## src/rtl/keypad_pkg.sv

```systemverilog
// keypad_pkg: key indices, KEYCNT field positions and reset values for the GBA keypad block
package keypad_pkg;
   localparam int KEY_A      = 0;
   localparam int KEY_B      = 1;
   localparam int KEY_SELECT = 2;
   localparam int KEY_START  = 3;
   localparam int KEY_RIGHT  = 4;
   localparam int KEY_LEFT   = 5;
   localparam int KEY_UP     = 6;
   localparam int KEY_DOWN   = 7;
   localparam int KEY_R      = 8;
   localparam int KEY_L      = 9;
   localparam int NUM_KEYS   = 10;
   localparam int KEYCNT_IRQ_EN = 14;
   localparam int KEYCNT_AND    = 15;
   localparam logic [15:0] KEYINPUT_RST = 16'h03FF;
   localparam logic [15:0] KEYCNT_RST   = 16'h0000;
endpackage

```

## src/rtl/key_debounce.sv

```systemverilog
// key_debounce: synchroniser chain plus stability counter for one active-low key
//   clk, rst : clock, synchronous active-high reset
//   i_key_n  : raw key level (0 = pressed)
//   o_k      : debounced key level, resets to 1 (released)
module key_debounce #(
   parameter int SYNC_STAGES   = 2,
   parameter int STABLE_CYCLES = 4
) (
   input  logic clk,
   input  logic rst,
   input  logic i_key_n,
   output logic o_k
);
   localparam int CW = $clog2(STABLE_CYCLES) + 1;
   logic [SYNC_STAGES-1:0] r_sync;
   logic [CW-1:0]          r_cnt;
   logic                   r_k;
   logic                   w_s;
   assign w_s = r_sync[SYNC_STAGES-1];
   assign o_k = r_k;
   always_ff @(posedge clk) begin
      if (rst) begin
         r_sync <= '1;
         r_cnt  <= '0;
         r_k    <= 1'b1;
      end else begin
         r_sync[0] <= i_key_n;
         for (int j = 1; j < SYNC_STAGES; j++) r_sync[j] <= r_sync[j-1];
         // the counter only runs while the synchronised level disagrees with k
         if (w_s == r_k) r_cnt <= '0;
         else if (r_cnt == CW'(STABLE_CYCLES - 1)) begin
            r_k   <= w_s;
            r_cnt <= '0;
         end else r_cnt <= r_cnt + 1'b1;
      end
   end
endmodule

```

## src/rtl/keypad_regs.sv

```systemverilog
// keypad_regs: KEYINPUT/KEYCNT registers with per-key debounce and keypad IRQ pulse
//   clk, rst   : clock, synchronous active-high reset
//   key_n      : raw active-low key vector (A,B,Select,Start,Right,Left,Up,Down,R,L)
//   io_sel/io_addr/io_wr/io_be/io_wdata : halfword bus (addr 0 = KEYINPUT, 1 = KEYCNT)
//   io_rdata   : registered read data, 1-cycle latency
//   irq_keypad : one-cycle pulse on a rising edge of the enabled KEYCNT condition
//   keys_dbg   : debounced key vector
module keypad_regs
   import keypad_pkg::*;
#(
   parameter int SYNC_STAGES   = 2,
   parameter int STABLE_CYCLES = 4
) (
   input  logic        clk,
   input  logic        rst,
   input  logic [9:0]  key_n,
   input  logic        io_sel,
   input  logic        io_addr,
   input  logic        io_wr,
   input  logic [1:0]  io_be,
   input  logic [15:0] io_wdata,
   output logic [15:0] io_rdata,
   output logic        irq_keypad,
   output logic [9:0]  keys_dbg
);
   logic [NUM_KEYS-1:0] w_k, w_hit;
   logic [NUM_KEYS-1:0] r_sel;
   logic                r_en, r_and, r_cond_q, r_irq;
   logic [15:0]         r_rdata;
   logic [15:0]         w_keycnt, w_keyinput;
   logic                w_wr_cnt, w_cond, w_live;
   for (genvar i = 0; i < NUM_KEYS; i++) begin : g_key
      key_debounce #(
         .SYNC_STAGES  (SYNC_STAGES),
         .STABLE_CYCLES(STABLE_CYCLES)
      ) u_db (
         .clk    (clk),
         .rst    (rst),
         .i_key_n(key_n[i]),
         .o_k    (w_k[i])
      );
   end
   assign w_keyinput = {6'b0, w_k};
   assign w_keycnt   = {r_and, r_en, 4'b0, r_sel};
   assign w_wr_cnt   = io_sel && io_wr && io_addr;
   assign w_hit      = ~w_k & r_sel;
   // an empty mask must never satisfy AND mode
   assign w_cond     = r_and ? (r_sel != '0) && (w_hit == r_sel) : |w_hit;
   assign w_live     = w_cond && r_en;
   assign io_rdata   = r_rdata;
   assign irq_keypad = r_irq;
   assign keys_dbg   = w_k;
   always_ff @(posedge clk) begin
      if (rst) begin
         r_sel    <= KEYCNT_RST[9:0];
         r_en     <= KEYCNT_RST[KEYCNT_IRQ_EN];
         r_and    <= KEYCNT_RST[KEYCNT_AND];
         r_rdata  <= 16'h0000;
         r_cond_q <= 1'b0;
         r_irq    <= 1'b0;
      end else begin
         if (w_wr_cnt && io_be[0]) r_sel[7:0] <= io_wdata[7:0];
         if (w_wr_cnt && io_be[1]) begin
            r_sel[9:8] <= io_wdata[9:8];
            r_en       <= io_wdata[KEYCNT_IRQ_EN];
            r_and      <= io_wdata[KEYCNT_AND];
         end
         if (io_sel && !io_wr) r_rdata <= io_addr ? w_keycnt : w_keyinput;
         r_cond_q <= w_live;
         r_irq    <= w_live && !r_cond_q;
      end
   end
endmodule

```

## config.mk

```make
export PLATFORM = sky130hd
export DESIGN_NAME = keypad_regs
export DESIGN_NICKNAME = d
export VERILOG_FILES = /design/src/rtl/keypad_pkg.sv /design/src/rtl/key_debounce.sv /design/src/rtl/keypad_regs.sv
export SDC_FILE = /design/constraint.sdc
export NUM_CORES = 1
export LEC_CHECK = 0
export BUFFER_PORTS_ARGS = -buffer_cell sky130_fd_sc_hd__buf_4
export CAP_MARGIN = 20
export CORE_ASPECT_RATIO = 0.5
export CORE_MARGIN = 5
export CORE_UTILIZATION = 38
export DETAILED_ROUTE_END_ITERATION = 16
export PLACE_DENSITY_LB_ADDON = 0.12
export SLEW_MARGIN = 15
export SYNTH_ARGS = -nofsm -noshare
export SYNTH_HDL_FRONTEND = slang
export SYNTH_SLANG_ARGS = --single-unit
export TNS_END_PERCENT = 30
```

## constraint.sdc

```tcl
create_clock -name clk -period 1.4 [get_ports clk]
set_clock_uncertainty 0.1 [all_clocks]
set_input_delay 0.28 -clock clk [delete_from_list [all_inputs] [get_ports clk]]
set_output_delay 0.28 -clock clk [all_outputs]
set_load 0.03 [all_outputs]
```

==> results.md <==
* Nets at 474
* Compound-Gate Fraction of Synth Area at 7.15%
* TNS Setup at -0.252 ns
* Layout overhead on the synthesized area at 33.6%
* Slew Limit Fails at 0
* Vias per cell at 4.61
* CTS tree: yes
* Endpoints failing hold at 0
* Vias in the first global route at 2503
* Die area at 10800 sq um
* I/O Buffers at 51
* Post-Route WL at 7.01 mm
* Largest family of logic cells by synthesized area: simple AND/OR/NAND/NOR gates
* Largest net degree at the start of global routing at 35
* Maximum VDD drop at 609 uV
* First-pass GRT wire length at 11.6 mm
* Post-synthesis simple-gate area fraction at 17.5%
* Leading area contributor after synthesis: dfxtp_1
* Sequential-to-total area share from yosys stat at 51.8%
* Adder-cell share of the synthesized area at 7.52%
* CP startpoint kind: register
* Total of max-cap violations at 0
* Worst-Skew Late Latency at 0.33 ns
* Initial antenna violation count at 0
* Clk buf depth at 2
* Routed length per instance at 12.9 um
* Htree depth at 3
* Die width at 142 um
* Total power at 0.00508 W
* Overall routing resource usage at 13.3%
* EDFF count, synth at 0
* Outcome: finished with violations
* Placed cell count at 524
* Number of nets with antenna violations after routing at 0
* Register bit total from synthesis at 86
* Mux share of post-synthesis cell area at 5.72%
* Cell count after synthesis at 344
* Final Setup Violations at 2
* XOR/XNOR share of the synthesized area at 2.63%
* Worst hold slack at 0.0271 ns
* DRT Pass-1 Iters at 5
* Post-route insts no fill at 542
* Power per cell area at 1140 nW/um^2
* Initial core utilization at 38.6%
* Pre-CTS WS at -0.140 ns
* TritonCTS Buffers at 9
* Root buf cell: clkbuf_16
* Avg Inst Size Synth at 9.67 sq um
* Hold Buf Count CTS at 0
* Number of DRC markers in iteration 0 at 109
* Post-synth top area share at 51.8%
* Rows at 24
* Min Tclk post-route at 1.53 ns
* Antenna fix cells at 0
* Synth cell types at 29
* Clock sink count at 86
* DRC viols at 0
* Most common library cells after synthesis: dfxtp_1, nor2_1, nand2_1, inv_1
* Synth warn at 0
* Setup slack after layout at -0.128 ns
* CP Capture Type: register
* Layout cells sized above 1 at 39.5%
* Total number of vias at 2500
* DPL Wire Length at 5.20 mm
* Critical Path RT at 1.52 ns
* Synthesized cell area at 3330 sq um
* Synth Flop Type: dfxtp_1
* Leak at 1.90 nW
* GPL Wtd Cong at 0.811
* Core Region at 8620 sq um
* Most frequent cell after synthesis: dfxtp_1
* Clk pin slew, worst setup/hold paths at 0.06 ns
* Fmax at 0.655 GHz
* Critical path fanouts, max at 3
* Async S/R FF share, synth at 0%
* WP data arrival at 1.65 ns
* Worst hold path class: in -> reg
* RSZ-0062 raised after global routing: yes
* I/O pin cnt at 60
* Failing checks: setup timing
* Total gr overflow at 0
* Critical path class: reg -> reg
* Dominant cells by area after synthesis: dfxtp_1, ha_1, mux2i_1, nor2_1, or2_2
* Chip height at 76.2 um
* Fin crit share at 109%
-- layout by cell type (no fill, tap or decap), types with 10 or more instances in the layout --
cell type   n
nor2_1     35
dfxtp_1    72
a211oi_1   10
a21oi_1    10
xnor2_1    10
ha_1       13
dfxtp_2    13
or2_2      20
mux2i_1    19
buf_4      83
inv_1      26
nand2_1    28
-- registers in the layout (all words and copies together) (netlist names) --
| register | flops |
|---|---|
| r_sel | 10 |
| r_and | 1 |
| g_key.u_db.r_cnt | 30 |
| g_key.u_db.o_k | 10 |
| io_rdata | 12 |
| r_cond_q | 1 |
| irq_keypad | 1 |
| r_en | 1 |
| g_key.u_db.r_sync | 20 |
-- path summary, 6_finish.rpt --
path / to / cells past startpoint / start / slack, ns
min: g_key[5].u_db.r_sync[0] / 2 / key_n[5] / 0.03
max reg2reg: irq_keypad / 4 / r_sel[5] / -0.13
max: irq_keypad / 4 / r_sel[5] / -0.13
min reg2reg: g_key[4].u_db.r_sync[1] / 1 / g_key[4].u_db.r_sync[0] / 0.31
-- layer usage --
metal,global-route usage (%),share of wire (%)
met4,4.65,0.90
met1,17.1,46
met5,0,0
met2,21.2,49
met3,4.26,4.8
-- layout make-up --
type / instances / area (sq um)
Tap cell: 117 / 146
Multi-Input combinational cell: 209 / 1500
Inverter: 26 / 97.6
Clock buffer: 14 / 264
Fill cell: 807 / 4170
Sequential cell: 86 / 1740
Clock inverter: 1 / 5.00
Timing Repair Buffer: 89 / 691
-- critical path: stages, from the launching register on --
cell	delay (ns)
dfxtp_2	0.33
or4_4	0.54
nor4_4	0.21
o31a_2	0.20
nor4_4	0.04
-- per-stage QoR --
step,area [sq um],utilization [%]
after floorplan,3340,-
after global placement,3980,46.1
after detailed placement,3980,46.1
after CTS,4340,50.3
after global routing,4440,51.6
final,4440,51.6
-- cells by family after synthesis --
group           count (synthesis)
xor+xnor                       10
fa+ha+maj                      20
buf+inv                        52
other cells                     1
mux                            19
compound gates                 34
simple gates                  122
flops                          86
-- power by group --
group,switching [W],internal (W),leakage [nW]
Clock,0.000878,0.00129,0.133
Combinational,0.000186,0.000181,1.07
Sequential,0.0000341,0.00251,0.701
Total,0.00110,0.00398,1.90
-- timing repair --
| action | in CTS | in global routing |
|---|---|---|
| gates resized for setup | 21 | 35 |
| setup endpoints to repair | 19 | 37 |
| cloned | 0 | 0 |
| buffers inserted | 2 | 1 |
| pin swaps | 3 | 8 |
Power figures use the tool's default switching activity.
